==> src/rtl/gfx256_pixel_addr.sv <==
// +-----------------------------------------------------------------------+
// | gfx256_pixel_addr : base + ((y*width + x) << bpp_shift), 32-bit wrap  |
// | rev 1.0                                                               |
// +-----------------------------------------------------------------------+
`default_nettype none

module gfx256_pixel_addr #(
  parameter int PW = 16
) (
  input  logic [31:0]   base_i,
  input  logic [PW-1:0] x_i,
  input  logic [PW-1:0] y_i,
  input  logic [PW-1:0] width_i,
  input  logic [1:0]    bpp_shift_i,
  output logic [31:0]   addr_o
);

  logic [31:0] pix_index;

  assign pix_index = 32'(y_i) * 32'(width_i) + 32'(x_i);
  assign addr_o    = base_i + (pix_index << bpp_shift_i);

endmodule

`default_nettype wire

==> config.mk <==
export PLATFORM = sky130hd
export DESIGN_NAME = gfx256_pixel_addr
export DESIGN_NICKNAME = d
export VERILOG_FILES = /design/src/rtl/gfx256_pixel_addr.sv
export SDC_FILE = /design/constraint.sdc
export NUM_CORES = 1
export LEC_CHECK = 0
export BUFFER_PORTS_ARGS = -buffer_cell sky130_fd_sc_hd__clkbuf_2
export CELL_PAD_IN_SITES_DETAIL_PLACEMENT = 1
export CELL_PAD_IN_SITES_GLOBAL_PLACEMENT = 2
export CORE_MARGIN = 2
export CORE_UTILIZATION = 35
export DETAILED_ROUTE_END_ITERATION = 6
export GPL_TIMING_DRIVEN = 0
export PLACE_DENSITY = 0.85
export SETUP_SLACK_MARGIN = 0.05
export SYNTH_ARGS = -nofsm -noshare
export SYNTH_HDL_FRONTEND = slang
export SYNTH_SLANG_ARGS = --single-unit
==> constraint.sdc <==
create_clock -name vclk -period 8.25
set_clock_uncertainty 0.1 [all_clocks]
set_input_delay 0.4125 -clock vclk [all_inputs]
set_output_delay 0.4125 -clock vclk [all_outputs]
set_load 0.02 [all_outputs]
# --- Word level (Yosys, flattened, before mapping) ---
# Cells that the tools add are included.
word_totals:
  reg_bits: 0
  latchBits: 0
  ramBits: 0
  rom_bits: 0
  in_bits: 82
  output_inout_bits: 32
  wordCells: 4
  memories: 0
classes:
  add_sub_neg: 2
  mul: 1
  div: 0
  magnitude_cmp: 0
  n_eq_ne: 0
  shift: 1
  muxes: 0
  bitwise_logic: 0
  n_reduce_logical: 0
op_table:
  columns: ["operator", "count"]
  rows:
  - ["32-bit by 16-bit adder with 32-bit output", 1]
  - ["32-bit adder", 1]
  - ["16-bit by 16-bit multiplier with 32-bit output", 1]
  - ["32-bit by 2-bit left shift with 32-bit output", 1]

# --- Longest topological paths before layout ---
logic_depth:
  word_depth: 4
  depth_mapped: 33
  depth_no_buf: 32

# --- Least setup slack after synthesis ---
# Ideal clock, no wire load.
synth_path:
  path_type: "input to output"
  startpoint: "in width_i[1]"
  endpoint: "out addr_o[29]"
  arrival_ns: 7.482
  slack_ns: 0.255
  stages: 29
  path_buffers: 2
  cell_sequence: "clkbuf_1 > nand2_1 > fa_1 > fa_1 > fa_1 > inv_1 > fa_1 > fa_1 > inv_1 > fa_1 > inv_1 > ha_1 > a21o_1 > a211oi_2 > and2b_2 > xnor2_1 > o21ai_0 > mux2i_1 > ha_1 > clkbuf_1 > nand4_1 > a21oi_1 > nand3_1 > a31o_2 > a21o_1 > a211oi_1 > or3_1 > a21oi_1 > xnor2_1"
synth_between:
  elab_chain_cells: 4
synth_rtl:
  columns: ["item", "line_no", "source"]
  rows:
  - ["start: declaration", "13", "input logic [PW-1:0] width_i,"]
  - ["16-bit by 16-bit multiplier with 32-bit output", "20", "assign pix_index = 32'(y_i) * 32'(width_i) + 32'(x_i);"]
  - ["32-bit by 16-bit adder with 32-bit output", "20", null]
  - ["32-bit by 2-bit left shift with 32-bit output", "21", "assign addr_o = base_i + (pix_index << bpp_shift_i);"]
  - ["32-bit adder", "21", null]
  - ["end: declaration", "15", "output logic [31:0] addr_o"]
# Every way passes these cells.

# --- Worst setup path in the final report ---
layout_path:
  startpoint: "in width_i[6]"
  endpoint: "out addr_o[29]"
# The elaborated chain is that of the path after synthesis.

==> reports/summary.txt <==
Max-slew violations: 0
Synth cell types: 64
Setup ws final: -0.319 ns
Fin nets: 2,037
Worst Setup Start Kind: input port
CP dominant cell by count: fa_1
Die X: 185 µm
Largest family of logic cells by synthesized area: adder cells
Hold path start: base_i[0]
Slowest cell on crit path: fa_1
Mux contribution to synthesized area: 3.33%
DR vias/cell: 5.00
Post-Synth Simple-Gate Area: 16.9%
Number of cell rows: 66
First-pass GRT wire length: 59,900 µm
Total wire length: 38,500 µm
Critical path fanouts, max: 5
Seq cells: 0
Global placer's final weighted congestion: 0.844
Pre-CTS setup slack: -1.28 ns
CP startpoint: width_i[6]
Via count: 10,231
Area occupied by registers: 0 µm²
Antenna-violating nets left: 0
Final hold slack: 1.08 ns
Drt pass-1 iters: 4
Net count after synthesis: 1,827
Per-cell routed wire length: 18.8 µm
Synth Area in XOR/XNOR: 3.73%
I/O Buffers: 113
Initial Utilization: 35.3%
Status: finished, violations left
Initial antenna violation count: 1
CP max stage delay: 0.59 ns
Mean Syn Cell Area: 8.18 µm²
Cells after Synth: 1,395
Post-synthesis sequential area ratio: 0%
Failing checks: setup timing
Crit path DAT: 8.06 ns
CP Capture Type: output port
DIE AREA: 0.0341 mm²
Area Growth Syn to Fin: 27.9%
Vias in the first global route: 11,404
Cells after DPL: 1,950
Data required, critical path: 7.74 ns
# clk buffers: 0
Non-filler cells, final: 2,045
Crit path kind: in -> out
Final setup violation count: 8
Die Y-Extent: 185 µm
Fin crit period: 8.57 ns
Detail Placement HPWL: 30,500 µm
Fin crit share: 104%
Layout cells sized above 1: 22.1%
Max Fclk: 117 MHz
Starting DRC count in detailed routing: 335
Relative slew slack: 39.0%
Fillers: 3,841
Max-Cap Viols: 0
RSZ-0062 raised after global routing: true
Tightest Pin Transition: 0.915 ns
Total grt overflow: 0
Compound-Gate Fraction of Synth Area: 12.0%
# diodes: 0
Post-DP Area: 0.0125 mm²
Final Hold Vio Count: 0
Mapped Area: 0.0114 mm²
Yosys warnings: 0
Hold WC Path Type: in -> out
Tot GR Track Use: 22.6%
DRC viols: 0
Final instance area: 0.0146 mm²
Io pins: 114
Pin count of the biggest net entering global routing: 11
Core ar.: 0.0323 mm²
Adder-Cell Fraction of Synth Area: 52.3%
==> layout make-up <==
cell class | instances | area (µm²) | area share (%)
buffer | 46 | 631 | 4.32
multi-input combinational | 1038 | 10600 | 72.4
inverter | 307 | 1150 | 7.90
timing repair buffer | 212 | 1700 | 11.6
tap | 442 | 553 | 3.79
==> cells in the mapped netlist, drive strengths merged (9+ instances only) <==
master    n  area share [%]
nand2   201             6.6
o21a     11            0.72
inv     306              10
and3     11            0.61
ha      139              15
a21oi    61             2.7
fa      211              37
xnor2    27             2.1
buf       9            0.35
mux2i    32             2.8
and2    105             5.8
o21ai    45             2.0
a211oi   13            0.99
nor2     35             1.2
xor2     19             1.5
clkbuf   41             1.3
a21o     26             1.7
==> cells by family (layout without fill, tap and decap cells) <==
group | Yosys count | in the layout
AND/OR/NAND/NOR | 398 | 398
XOR/XNOR | 47 | 47
adder cells (fa/ha/maj) | 350 | 350
buffers and inverters | 357 | 565
multiplexers | 37 | 37
AO/OA/AOI/OAI | 206 | 206
==> worst paths after layout <==
path	slack, ns	cells past startpoint	to
min	1.08	3	addr_o[0]
max	-0.32	32	addr_o[29]
==> critical path: cells and delay by family <==
| kind | cells | cell delay (ns) |
|---|---|---|
| AO/OA/AOI/OAI | 8 | 1.44 |
| multiplexers | 2 | 0.43 |
| AND/OR/NAND/NOR | 5 | 1.20 |
| adder cells (fa/ha/maj) | 8 | 3.54 |
| buffers and inverters | 7 | 0.65 |
| XOR/XNOR | 2 | 0.36 |
==> per-stage QoR <==
step	utilization [%]	TNS, ns
after detailed placement	38.8	-12.25
after floorplan	-	0
after global placement	38.8	-11.06
final	45.2	-1.51
after CTS	44.1	-0.814
after global routing	45.2	-4.16
==> layout by cell type, fill, tap and decap left out, drive strengths merged, types with 8 or more instances in the layout <==
master	netlist	layout
a211oi	13	13
mux2i	32	32
o21ai	45	45
nand2	201	201
and2	105	105
clkbuf	41	146
inv	306	306
buf	9	112
and3	11	11
xor2	19	19
nand3	8	8
xnor2	27	27
ha	139	139
fa	211	211
a21oi	61	61
o21a	11	11
a21o	26	26
nor3	8	8
nor2	35	35
==> layer usage <==
layer  GRT usage (%)  wire, µm
met1            28.1     15800
met2            42.2     20200
met3            1.92      1430
met4            5.25       994
met5               0        12
==> repair_timing <==
item,CTS,global route
gates cloned,1,0
gates resized for setup,223,55
setup buffers,79,19
pin swaps,69,56
endpoints found under the setup margin,17,13
hold buffers,0,0
Power is not shown: default switching activity piles up to over one toggle a cycle in this logic, so the estimate is an artifact.
